[src/rtl/dmem_seq_ctrl.sv]
// dmem_seq_ctrl -- sequencer/scheduler for the shared 32-bit data memory.
//
// This block turns button-level store and fetch requests into single-cycle
// DMem write and read transactions. Stores get auto-incrementing addresses,
// and address 0 is never used. The latest address per operand slot (A/B) is
// remembered. A fetch reads A and then B, honouring the DMem read latency,
// and presents both operands with a one-cycle done strobe.
//
// Ports:
//   clk, rst_n            clock; asynchronous active-low reset
//   i_store_req           level request, rising edge = one store
//   i_store_slot          0 = operand A, 1 = operand B
//   i_store_data          store word, sampled on the store_req rising edge
//   i_fetch_req           level request, rising edge = fetch A then B
//   o_mem_read/o_mem_write/o_mem_addr/o_mem_din  registered DMem controls
//   i_mem_dout            DMem read data (valid RD_LAT cycles after read)
//   o_op_a/o_op_b         last fetched operands
//   o_addr_a/o_addr_b     address of latest A/B store
//   o_busy                high whenever the sequencer is not idle
//   o_done                one-cycle pulse when op_a/op_b are updated
//   o_err                 one-cycle pulse on a rejected request
module dmem_seq_ctrl #(
  parameter int ADDR_W = 8,
  parameter int RD_LAT = 1
) (
  input  logic              clk,
  input  logic              rst_n,
  input  logic              i_store_req,
  input  logic              i_store_slot,
  input  logic [31:0]       i_store_data,
  input  logic              i_fetch_req,
  output logic              o_mem_read,
  output logic              o_mem_write,
  output logic [ADDR_W-1:0] o_mem_addr,
  output logic [31:0]       o_mem_din,
  input  logic [31:0]       i_mem_dout,
  output logic [31:0]       o_op_a,
  output logic [31:0]       o_op_b,
  output logic [ADDR_W-1:0] o_addr_a,
  output logic [ADDR_W-1:0] o_addr_b,
  output logic              o_busy,
  output logic              o_done,
  output logic              o_err
);

  typedef enum logic [2:0] {
    S_IDLE, S_WRITE, S_RD_A, S_WAIT_A, S_RD_B, S_WAIT_B, S_DONE
  } state_t;

  state_t              r_state;
  logic                r_store_prev, r_fetch_prev;
  logic [ADDR_W-1:0]   r_ptr;
  logic                r_valid_a, r_valid_b, r_fetch_pend;
  logic [1:0]          r_wcnt;
  logic                r_mem_read, r_mem_write, r_done, r_err;
  logic [ADDR_W-1:0]   r_mem_addr, r_addr_a, r_addr_b;
  logic [31:0]         r_mem_din, r_op_a, r_op_b;

  logic                w_store_pulse, w_fetch_pulse;
  logic [ADDR_W-1:0]   w_ptr_next;

  assign w_store_pulse = i_store_req & ~r_store_prev;
  assign w_fetch_pulse = i_fetch_req & ~r_fetch_prev;
  // Address 0 is reserved, so the pointer wraps from all-ones back to 1.
  assign w_ptr_next = (r_ptr == '1) ? ADDR_W'(1) : r_ptr + ADDR_W'(1);

  always_ff @(posedge clk or negedge rst_n) begin
    if (!rst_n) begin
      r_state      <= S_IDLE;
      r_store_prev <= 1'b0;
      r_fetch_prev <= 1'b0;
      r_ptr        <= '0;
      r_valid_a    <= 1'b0;
      r_valid_b    <= 1'b0;
      r_fetch_pend <= 1'b0;
      r_wcnt       <= '0;
      r_mem_read   <= 1'b0;
      r_mem_write  <= 1'b0;
      r_mem_addr   <= '0;
      r_mem_din    <= '0;
      r_addr_a     <= '0;
      r_addr_b     <= '0;
      r_op_a       <= '0;
      r_op_b       <= '0;
      r_done       <= 1'b0;
      r_err        <= 1'b0;
    end else begin
      r_store_prev <= i_store_req;
      r_fetch_prev <= i_fetch_req;
      r_mem_read   <= 1'b0;
      r_mem_write  <= 1'b0;
      r_done       <= 1'b0;
      r_err        <= 1'b0;

      // Any request edge while busy is dropped. A fetch arriving together
      // with a store in IDLE is not dropped; it is queued as fetch_pend.
      if (r_state != S_IDLE && (w_store_pulse || w_fetch_pulse))
        r_err <= 1'b1;

      case (r_state)
        S_IDLE: begin
          if (w_store_pulse) begin
            r_ptr        <= w_ptr_next;
            r_mem_addr   <= w_ptr_next;
            r_mem_din    <= i_store_data;
            r_mem_write  <= 1'b1;
            r_fetch_pend <= w_fetch_pulse;
            if (i_store_slot) begin
              r_addr_b  <= w_ptr_next;
              r_valid_b <= 1'b1;
            end else begin
              r_addr_a  <= w_ptr_next;
              r_valid_a <= 1'b1;
            end
            r_state <= S_WRITE;
          end else if (w_fetch_pulse) begin
            if (r_valid_a && r_valid_b) begin
              r_mem_read <= 1'b1;
              r_mem_addr <= r_addr_a;
              r_state    <= S_RD_A;
            end else begin
              r_err <= 1'b1;
            end
          end
        end
        S_WRITE: begin
          r_state <= S_IDLE;
          if (r_fetch_pend) begin
            r_fetch_pend <= 1'b0;
            // Valid bits already include the store that just completed.
            if (r_valid_a && r_valid_b) begin
              r_mem_read <= 1'b1;
              r_mem_addr <= r_addr_a;
              r_state    <= S_RD_A;
            end else begin
              r_err <= 1'b1;
            end
          end
        end
        S_RD_A: begin
          r_wcnt  <= 2'(RD_LAT - 1);
          r_state <= S_WAIT_A;
        end
        S_WAIT_A: begin
          if (r_wcnt == 2'd0) begin
            r_op_a     <= i_mem_dout;
            r_mem_read <= 1'b1;
            r_mem_addr <= r_addr_b;
            r_state    <= S_RD_B;
          end else begin
            r_wcnt <= r_wcnt - 2'd1;
          end
        end
        S_RD_B: begin
          r_wcnt  <= 2'(RD_LAT - 1);
          r_state <= S_WAIT_B;
        end
        S_WAIT_B: begin
          if (r_wcnt == 2'd0) begin
            r_op_b  <= i_mem_dout;
            r_done  <= 1'b1;
            r_state <= S_DONE;
          end else begin
            r_wcnt <= r_wcnt - 2'd1;
          end
        end
        S_DONE:  r_state <= S_IDLE;
        default: r_state <= S_IDLE;
      endcase
    end
  end

  assign o_mem_read  = r_mem_read;
  assign o_mem_write = r_mem_write;
  assign o_mem_addr  = r_mem_addr;
  assign o_mem_din   = r_mem_din;
  assign o_op_a      = r_op_a;
  assign o_op_b      = r_op_b;
  assign o_addr_a    = r_addr_a;
  assign o_addr_b    = r_addr_b;
  assign o_busy      = (r_state != S_IDLE);
  assign o_done      = r_done;
  assign o_err       = r_err;

endmodule

[config.mk]
export PLATFORM = sky130hd
export DESIGN_NAME = dmem_seq_ctrl
export DESIGN_NICKNAME = d
export VERILOG_FILES = /design/src/rtl/dmem_seq_ctrl.sv
export SDC_FILE = /design/constraint.sdc
export NUM_CORES = 1
export LEC_CHECK = 0
export ABC_CLOCK_PERIOD_IN_PS = 2070
export BUFFER_PORTS_ARGS = -buffer_cell sky130_fd_sc_hd__buf_2
export CORE_ASPECT_RATIO = 0.75
export CORE_UTILIZATION = 30
export CTS_CLUSTER_SIZE = 8
export DETAILED_ROUTE_END_ITERATION = 8
export RECOVER_POWER = 50
export SKIP_LAST_GASP = 1
export SLEW_MARGIN = 20
export SYNTH_ARGS = -nofsm -noshare
export SYNTH_HDL_FRONTEND = slang
export SYNTH_SLANG_ARGS = --single-unit
export TNS_END_PERCENT = 30
[constraint.sdc]
create_clock -name clk -period 2.07 [get_ports clk]
set_input_delay 0.1035 -clock clk [delete_from_list [all_inputs] [get_ports clk]]
set_output_delay 0.1035 -clock clk [all_outputs]
set_load 0.02 [all_outputs]
==> results.json, run 1 <==
{
  "failed_checks": "max-capacitance violations, max-slew violations",
  "final_common_cell": "nand2_1",
  "nets": 909,
  "critPathKind": "register to register",
  "die_width_um": 164,
  "io_pins": 194,
  "route.detailed.drc": 0,
  "syn_avg_cell_area_um2": 10.4,
  "detail_route.iter0.violations": 220,
  "arrival_ns": 2.21,
  "worst_pin_slew_ns": 1.51,
  "setup_violations": 0,
  "syn_area_mm2": 0.00588,
  "pwr-share-comb_pct": 41.3,
  "post-route-period-util_pct": 92.5,
  "synth_compound_area_share_pct": 6.23,
  "final_cell_mix": "223 x nand2_1, 142 x dfrtp_1, 130 x buf_2, 67 x dlygate4sd3_1, 62 x clkbuf_1",
  "synth-xor-area-share_pct": 1.32,
  "synth_cells": 565,
  "cts.sinks": 142,
  "worstPathMaxFanout": 15,
  "end_kind": "register",
  "p_per_area_mw_per_mm2": 1640,
  "swShare_pct": 40.3,
  "routed-via-count": 4878,
  "p_sw_uw": 5610,
  "post-dp-hpwl_mm": 10.5,
  "slew_viol_final": 54,
  "wl_mm": 15.6,
  "synth_edf_count": 0,
  "slew_headroom_pct": -0.657,
  "die_area_mm2": 0.0202,
  "final_antenna_net_count": 0,
  "grt-ovfl-total": 0,
  "grt_pass1_vias": 4936,
  "vdd_drop_max_mv": 0.674,
  "grt_pass1_wl_mm": 25.3,
  "hold_path_class": "primary input to register",
  "yosysUniqueCellTypes": 53,
  "core.rowCount": 43,
  "tritoncts": "yes",
  "yosys.area_share.adder_pct": 0.425,
  "crit_required_ns": 2.37,
  "hold_viol": 0,
  "max_freq_mhz": 522,
  "yosysSeqAreaShare_pct": 60.4,
  "stdcell_count": 1098,
  "worstSetupStartpointType": "register",
  "setup_tns_ns": 0,
  "grt_max_degree": 57,
  "insertion_delay_ns": 0.42,
  "ys_warn_count": 0,
  "antenna_found_initial": 0,
  "htreeDepth": 4,
  "synth_top_family_by_area": "simple AND/OR/NAND/NOR gates",
  "seqPwrFrac_pct": 34.9,
  "pwr-share-clk_pct": 23.7,
  "die-height_um": 123,
  "intPower_uw": 8300,
  "core_mm2": 0.0188,
  "ys_async_sr_fraction_pct": 100,
  "initial_utilization_pct": 31.2,
  "leakagePower_uw": 0.00418,
  "finalClockSkew_ns": 0.00838,
  "synth.area.mux_share_pct": 8.23,
  "gp_congestion": 0.836,
  "p_total_uw": 13900,
  "maxCapViolCount": 1,
  "grtUsageTotal_pct": 16.2,
  "port_buffers": 193,
  "synth_flop_cell": "dfrtp_1",
  "syn_nets": 636,
  "cts_made_buffers": 17,
  "synthSimpleGateAreaFrac_pct": 19.9,
  "layout-drive-gt1-share_pct": 28.0,
  "slowest_delay_ns": 0.47,
  "crit_chain": "or3_1, nand2b_4, inv_6, nand2_4, mux2_4",
  "holdWs_ns": 0.0873,
  "status": "finished with violations",
  "dp.cells": 999,
  "grt_setup_unrepaired": "false",
  "antennaDiodeCount": 0,
  "cp_slowest_cell": "dfrtp_1",
  "cts_max_path_buffers": 2,
  "synth-seq-cells": 142,
  "clk_pin_slew_worst_paths_ns": 0.06,
  "via_per_inst": 4.44,
  "cts_resized": 0,
  "cts_root_buf": "clkbuf_16",
  "wire_per_inst_um": 14.2,
  "first_pass_iters": 5,
  "area_delta_synth_final_pct": 43.7,
  "post-route-min-period_ns": 1.91
}
-- registers in the layout, summed over array words and instances, names as in the netlist, 2 cells and up --
| register | count |
|---|---|
| r_wcnt | 2 |
| r_ptr | 8 |
| o_op_b | 32 |
| r_state | 3 |
| o_mem_din | 32 |
| o_op_a | 32 |
| o_addr_a | 8 |
| o_mem_addr | 8 |
| o_addr_b | 8 |
-- per-stage QoR --
step | area [um^2] | utilization [%] | setup WS, ns
detailed placement | 7230 | 38.4 | 0.175
finish | 8460 | 44.9 | 0.155
CTS | 8540 | 45.4 | 0.159
global placement | 7230 | 38.4 | 0.227
floorplan | 5880 | - | 0.218
global route | 8460 | 44.9 | 0.0258
-- area by class of cell --
type	count	area, um^2
Fill cell	1856	10400
Sequential cell	142	3550
Multi-Input combinational cell	386	2120
Timing Repair Buffer	284	1800
Clock buffer	19	453
Tap cell	247	309
Clock inverter	13	185
Inverter	7	31.3
-- kinds of logic after synthesis --
logic type	count (synthesis)
AND/OR/NAND/NOR	279
AO/OA/AOI/OAI	54
flip-flops	142
multiplexers	43
adder cells (fa/ha/maj)	2
buffers and inverters	37
XOR/XNOR	8
-- repair_timing --
action | CTS | global route
buffers inserted | 0 | 0
hold buffers | 67 | 0
hold endpoints to repair | 151 | 0
-- power by group through the flow --
stage / sequential (uW) / clock [uW] / combinational (uW)
6_report: 4860 / 3300 / 5750
5_1_grt: 5050 / 3510 / 6310
4_1_cts: 4840 / 3400 / 5970
3_5_place_dp: 4870 / 0 / 5860
3_3_place_gp: 4840 / 0 / 5790
2_1_floorplan: 6200 / 0 / 2370
-- synth_stat cells, types with 3 or more instances --
master / count / area share (%)
xnor2_1: 4 / 0.60
mux2i_1: 6 / 1.0
nor2b_1: 3 / 0.32
buf_4: 3 / 0.38
o21ai_0: 10 / 0.85
a31oi_1: 3 / 0.32
a21oi_1: 14 / 1.2
nor3_1: 6 / 0.51
a21o_1: 3 / 0.38
nor2_1: 21 / 1.3
buf_6: 5 / 0.96
buf_1: 3 / 0.19
buf_2: 12 / 1.0
inv_1: 5 / 0.32
dfrtp_1: 142 / 60
xor2_1: 3 / 0.45
nand3_1: 6 / 0.51
nand2b_1: 5 / 0.53
mux2_2: 35 / 6.7
a221oi_1: 3 / 0.45
o21ai_1: 6 / 0.51
clkbuf_1: 7 / 0.45
nand2_1: 223 / 14
-- path summary, 6_finish.rpt --
check / startpoint / to / slack [ns] / cells after the start
max: r_state[1] / o_addr_b[3] / 0.16 / 5
max reg2reg: r_state[1] / o_addr_b[3] / 0.16 / 5
min in group asynchronous: rst_n / r_ptr[2] / 0.59 / 2
min: i_store_slot / o_addr_a[2] / 0.09 / 4
min reg2reg: o_op_b[20] / o_op_b[20] / 0.47 / 2
max in group asynchronous: rst_n / o_op_a[30] / 0.57 / 2
-- critical path: cells and delay by family (launching register included) --
kind | cells | cell delay, ns
flip-flops | 1 | 0.47
multiplexers | 1 | 0.33
buffers and inverters | 1 | 0.14
AND/OR/NAND/NOR | 3 | 0.86
-- metal layers --
metal | global-route usage [%] | vias to the layer above | part of all wire (%)
li1 | - | 2405 | -
met3 | 4.63 | 12 | 5.5
met2 | 25.1 | 128 | 46
met1 | 21.8 | 2333 | 47
met5 | 0 | - | 0
met4 | 5.03 | 0 | 1.3
Power figures use the tool's default switching activity.
==> run 2, diff against run 1 <==
==> constraint.sdc (replaced) <==
create_clock -name clk -period 2.07 [get_ports clk]
set_input_delay 0.621 -clock clk [delete_from_list [all_inputs] [get_ports clk]]
set_output_delay 0.621 -clock clk [all_outputs]
set_load 0.02 [all_outputs]
==> run 2 against run 1 <==
Compared with the run above:
- the run now ends clean
- critical path type is now register to primary output
- via count shrank 4.6%
- sequential cell count did not move
- routed wire length down 3.0%
- register-to-register slack about the same
- clock-buffer cell count is the same
- global-route usage down 0.45 points
- sequential share of layout area grew 3.6 points
- cell area decreased by 8.0%
- final cell count down 5.6%
==> results.json, run 2 (synthesized netlist as in run 1, its figures left out) <==
{
  "status": "completed",
  "num-fill-cells": 1890,
  "post-route-period-util_pct": 98.0,
  "grt_setup_unrepaired": "false",
  "wl_met2_mm": 6.56,
  "grtUsageTotal_pct": 15.7,
  "insertion_delay_ns": 0.42,
  "maxCapViolCount": 0,
  "hold_path_class": "primary input to async pin",
  "p_sw_uw": 5610,
  "antenna_found_initial": 1,
  "die_width_um": 164,
  "holdWs_ns": 0.0720,
  "via_per_inst": 4.49,
  "routed-via-count": 4655,
  "htreeDepth": 4,
  "slew_headroom_pct": 7.82,
  "top_layer": "met5",
  "first_pass_iters": 5,
  "seqPwrFrac_pct": 35.0,
  "gp_congestion": 0.789,
  "initial_utilization_pct": 31.2,
  "grt_pass1_wl_mm": 24.2,
  "slew_viol_final": 0,
  "grt_pass1_vias": 4532,
  "cts_max_path_buffers": 2,
  "die_area_mm2": 0.0202,
  "layout-drive-gt1-share_pct": 32.0,
  "max_freq_mhz": 493,
  "tritoncts": "yes",
  "core.rowCount": 43,
  "vdd_drop_max_mv": 0.677,
  "worstSetupStartpointType": "register",
  "post-route-min-period_ns": 2.03,
  "detail_route.iter0.violations": 246,
  "setup_tns_ns": 0,
  "crit_required_ns": 1.45,
  "cts_made_buffers": 17,
  "hold_viol": 0,
  "grt-ovfl-total": 0,
  "routed-wl-met3_um": 847,
  "wl_mm": 15.2,
  "wl_met1_mm": 7.64,
  "pwr-share-clk_pct": 23.8,
  "leakagePower_uw": 0.00393,
  "worst_pin_slew_ns": 1.38,
  "end_kind": "primary output",
  "p_per_area_mw_per_mm2": 1780,
  "clk_pin_slew_worst_paths_ns": 0.06,
  "post-dp-hpwl_mm": 10.7,
  "cts_root_buf": "clkbuf_16",
  "nets": 848,
  "final_cell_mix": "223 x nand2_1, 142 x dfrtp_1, 141 x buf_2, 54 x clkbuf_1, 35 x mux2_2",
  "route.detailed.drc": 0,
  "die-height_um": 123,
  "port_buffers": 193,
  "critPathKind": "register to primary output",
  "intPower_uw": 8230,
  "pwr-share-comb_pct": 41.2,
  "final_common_cell": "nand2_1",
  "cts.sinks": 142,
  "antennaDiodeCount": 0,
  "area_delta_synth_final_pct": 32.3,
  "core_mm2": 0.0188,
  "finalClockSkew_ns": 0.00937,
  "worstPathMaxFanout": 5,
  "arrival_ns": 1.41,
  "wire_per_inst_um": 14.6,
  "swShare_pct": 40.5,
  "io_pins": 194,
  "final_antenna_net_count": 0,
  "grt_max_degree": 49,
  "setup_violations": 0
}
[run 2: changes by cell type in the layout (fill, tap and decap cells not counted), sizes merged]
cell,before,now
clkinvlp,2,1
clkbuf,82,78
clkinv,5,6
buf,154,164
dlygate4sd3,67,0
[run 2: power by group through the flow]
| stage | clock, uW | combinational, uW | sequential [uW] |
|---|---|---|---|
| after floorplan | 0 | 2370 | 6200 |
| after global placement | 0 | 5830 | 4830 |
| after detailed placement | 0 | 5920 | 4850 |
| after CTS | 3380 | 5930 | 4840 |
| after global routing | 3510 | 6270 | 5010 |
| final | 3290 | 5700 | 4850 |
[run 2: metal layers]
layer / track usage, % / vias to the layer above
met1: 22.7 / 2259
li1: - / 2272
met5: 0 / -
met2: 22.2 / 112
met4: 5.84 / 2
met3: 4.39 / 10
[run 2: cell type report]
type | instances | area [um^2] | share of cell area (%)
clock inverters | 13 | 186 | 2.40
flip-flops and latches | 142 | 3550 | 45.7
clock buffers | 19 | 443 | 5.69
multi-input cells | 386 | 2130 | 27.3
inverters | 7 | 31.3 | 0.402
well taps | 247 | 309 | 3.97
repair buffers | 223 | 1130 | 14.5
[run 2: worst max-delay path: stages, from the launching register on]
cell and delay (ns):
dfrtp_1 0.40, or3_4 0.42, buf_2 0.18
[run 2: what timing repair did]
item	CTS	global route
gates resized for setup	1	0
endpoints found under the setup margin	1	1
buffers inserted	0	2
hold endpoints to repair	0	0
hold buffers	0	0
[run 2: through the flow]
step / instance area [um^2] / worst slack, ns / power [uW] / util (%) / cells
final: 7780 / 0.0410 / 13800 / 41.3 / 1037
after global routing: 7780 / 0.00246 / 14800 / 41.3 / 1037
after detailed placement: 7250 / 0.111 / 10800 / 38.5 / 1003
after floorplan: 5880 / 0.167 / 8570 / - / 565
after CTS: 7880 / 0.0172 / 14100 / 41.9 / 1035
after global placement: 7250 / 0.154 / 10700 / 38.5 / 1003
[run 2: worst paths after layout]
path                               start            end  slack (ns)  cells past startpoint
max reg2reg                    r_wcnt[0]     o_op_a[10]        0.17                      6
max in group asynchronous          rst_n     o_op_a[27]        0.42                      2
min                                rst_n    o_addr_b[1]        0.07                      1
min in group clk             i_fetch_req   r_fetch_prev        0.34                      1
min reg2reg                o_mem_din[16]  o_mem_din[16]        0.47                      2
max                           r_state[0]         o_busy        0.04                      2
==> run 3, diff against run 2 <==
--- a/config.mk
+++ b/config.mk
@@ -5,7 +5,7 @@
 export SDC_FILE = /design/constraint.sdc
 export NUM_CORES = 1
 export LEC_CHECK = 0
-export ABC_CLOCK_PERIOD_IN_PS = 2070
+export ABC_CLOCK_PERIOD_IN_PS = 2500
 export BUFFER_PORTS_ARGS = -buffer_cell sky130_fd_sc_hd__buf_2
 export CORE_ASPECT_RATIO = 0.75
 export CORE_UTILIZATION = 30
==> constraint.sdc (replaced) <==
create_clock -name clk -period 2.5 [get_ports clk]
set_input_delay 0.75 -clock clk [delete_from_list [all_inputs] [get_ports clk]]
set_output_delay 0.75 -clock clk [all_outputs]
set_load 0.02 [all_outputs]
==> run 3 against run 2 <==
Compared with the run above:
- sequential power decreased by 16%
- core utilization decreased by 0.50 points
- power decreased by 18%
- routed wire length decreased by 1.9%
- sequential cell count unchanged
- clock power decreased by 17%
- clock skew decreased by 0.0025 ns
- global-route usage decreased by 0.16 points
- non-clock buffer count decreased by 15
- largest cell class unchanged
- final cell count decreased by 1.4%
- the run now ends with max-capacitance violations, max-slew violations left
==> results.json, run 3 (synthesized netlist as in run 1, its figures left out) <==
{
  "status": "finished with violations",
  "failed_checks": "max-capacitance violations, max-slew violations",
  "grt_pass1_vias": 4613,
  "crit_required_ns": 1.75,
  "setup_ws_ns": 0.138,
  "worstPathMaxFanout": 15,
  "grt_max_degree": 48,
  "max_freq_mhz": 423,
  "hold_buffers": 0,
  "slew_viol_final": 36,
  "dpl-instance-area_mm2": 0.00713,
  "die-height_um": 123,
  "cts_post_setup_buffers_inserted": 0,
  "die_width_um": 164,
  "core.rowCount": 43,
  "grt_setup_unrepaired": "false",
  "cts_root_buf": "clkbuf_16",
  "p_total_uw": 11300,
  "grtUsageTotal_pct": 15.6,
  "htreeDepth": 4,
  "io_pins": 194,
  "initial_utilization_pct": 31.2,
  "leakagePower_uw": 0.00385,
  "via_per_inst": 4.50,
  "area_delta_synth_final_pct": 30.7,
  "post-route-min-period_ns": 2.36,
  "layout-drive-gt1-share_pct": 30.3,
  "critPathKind": "register to primary output",
  "worst_pin_slew_ns": 1.76,
  "gp_congestion": 0.753,
  "vdd_drop_max_mv": 0.632,
  "tritoncts": "yes",
  "routed-via-count": 4596,
  "final_common_cell": "nand2_1",
  "final_cell_mix": "223 x nand2_1, 141 x dfrtp_1, 138 x buf_2, 56 x clkbuf_1, 35 x mux2_2",
  "hold_viol": 0,
  "clk_pin_slew_worst_paths_ns": 0.06,
  "dpl_worst_slack_ns": 0.293,
  "port_buffers": 193,
  "end_kind": "primary output",
  "grt_pass1_wl_mm": 24.1,
  "cts_max_path_buffers": 2,
  "wl_mm": 14.9,
  "post-dp-hpwl_mm": 10.4,
  "route.detailed.drc": 0,
  "maxCapViolCount": 1,
  "slew_headroom_pct": -17.0,
  "first_pass_iters": 4,
  "finalClockSkew_ns": 0.00690,
  "setup_tns_ns": 0,
  "cts_made_buffers": 17,
  "design_area_mm2": 0.00769,
  "final_antenna_net_count": 0,
  "nets": 833,
  "arrival_ns": 1.61,
  "core_mm2": 0.0188,
  "setup_violations": 0,
  "wire_per_inst_um": 14.5,
  "cts.sinks": 142,
  "num-fill-cells": 1922,
  "postLayoutCoreUtil_pct": 40.8,
  "post-route-period-util_pct": 94.5,
  "antenna_found_initial": 0,
  "antennaDiodeCount": 0,
  "die_area_mm2": 0.0202,
  "hold_path_class": "register to register",
  "worstSetupStartpointType": "register",
  "p_per_area_mw_per_mm2": 1470,
  "insertion_delay_ns": 0.42,
  "detail_route.iter0.violations": 297,
  "grt-ovfl-total": 0
}
-- run 3: layer usage --
metal | vias up | global-route usage, % | share of wire (%)
met1 | 2214 | 21.5 | 49
met3 | 10 | 5.30 | 6.4
li1 | 2250 | - | -
met2 | 122 | 23.1 | 43
met4 | 0 | 4.51 | 0.91
met5 | - | 0 | 0
-- run 3: power breakdown --
part	switching (uW)	total [uW]	internal [uW]	leakage [uW]
clock	1000	2730	1730	0.000298
sequential	698	4060	3360	0.00174
combinational	2880	4520	1640	0.00181
total	4580	11300	6720	0.00385
-- run 3: cell type report --
class	count	area [um^2]	area share [%]
clock buffer	19	453	5.89
clock inverter	13	185	2.41
inverter	7	31.3	0.407
multi-input combinational	386	2120	27.6
sequential	142	3550	46.2
tap	247	309	4.02
timing repair buffer	208	1030	13.4
-- run 3: final timing paths --
| path | startpoint | end | slack [ns] | cells past startpoint |
|---|---|---|---|---|
| worst max-delay path | r_state[1] | o_busy | 0.14 | 2 |
| worst min-delay path | o_op_b[23] | o_op_b[23] | 0.47 | 2 |
| worst max register to register | r_state[0] | o_op_a[10] | 0.41 | 5 |
| worst min register to register | o_op_b[23] | o_op_b[23] | 0.47 | 2 |
| max in group asynchronous | rst_n | o_mem_din[17] | 0.40 | 2 |
| min in group asynchronous | rst_n | o_addr_b[4] | 0.94 | 1 |
-- run 3: critical path: stages, from the launching register on --
cell and delay, ns:
dfrtp_2 0.50, or3_1 0.49, buf_2 0.21
-- run 3: per-stage QoR --
step / std cells / hold slack [ns]
floorplan: 565 / 0.454
global placement: 990 / 0.453
detailed placement: 990 / 0.457
CTS: 1022 / 0.234
global route: 1022 / 0.463
finish: 1022 / 0.469
-- run 3: repair_timing --
item	CTS	global route
endpoints found under the setup margin	0	1
resized for setup	0	1
endpoints found under the hold margin	0	0
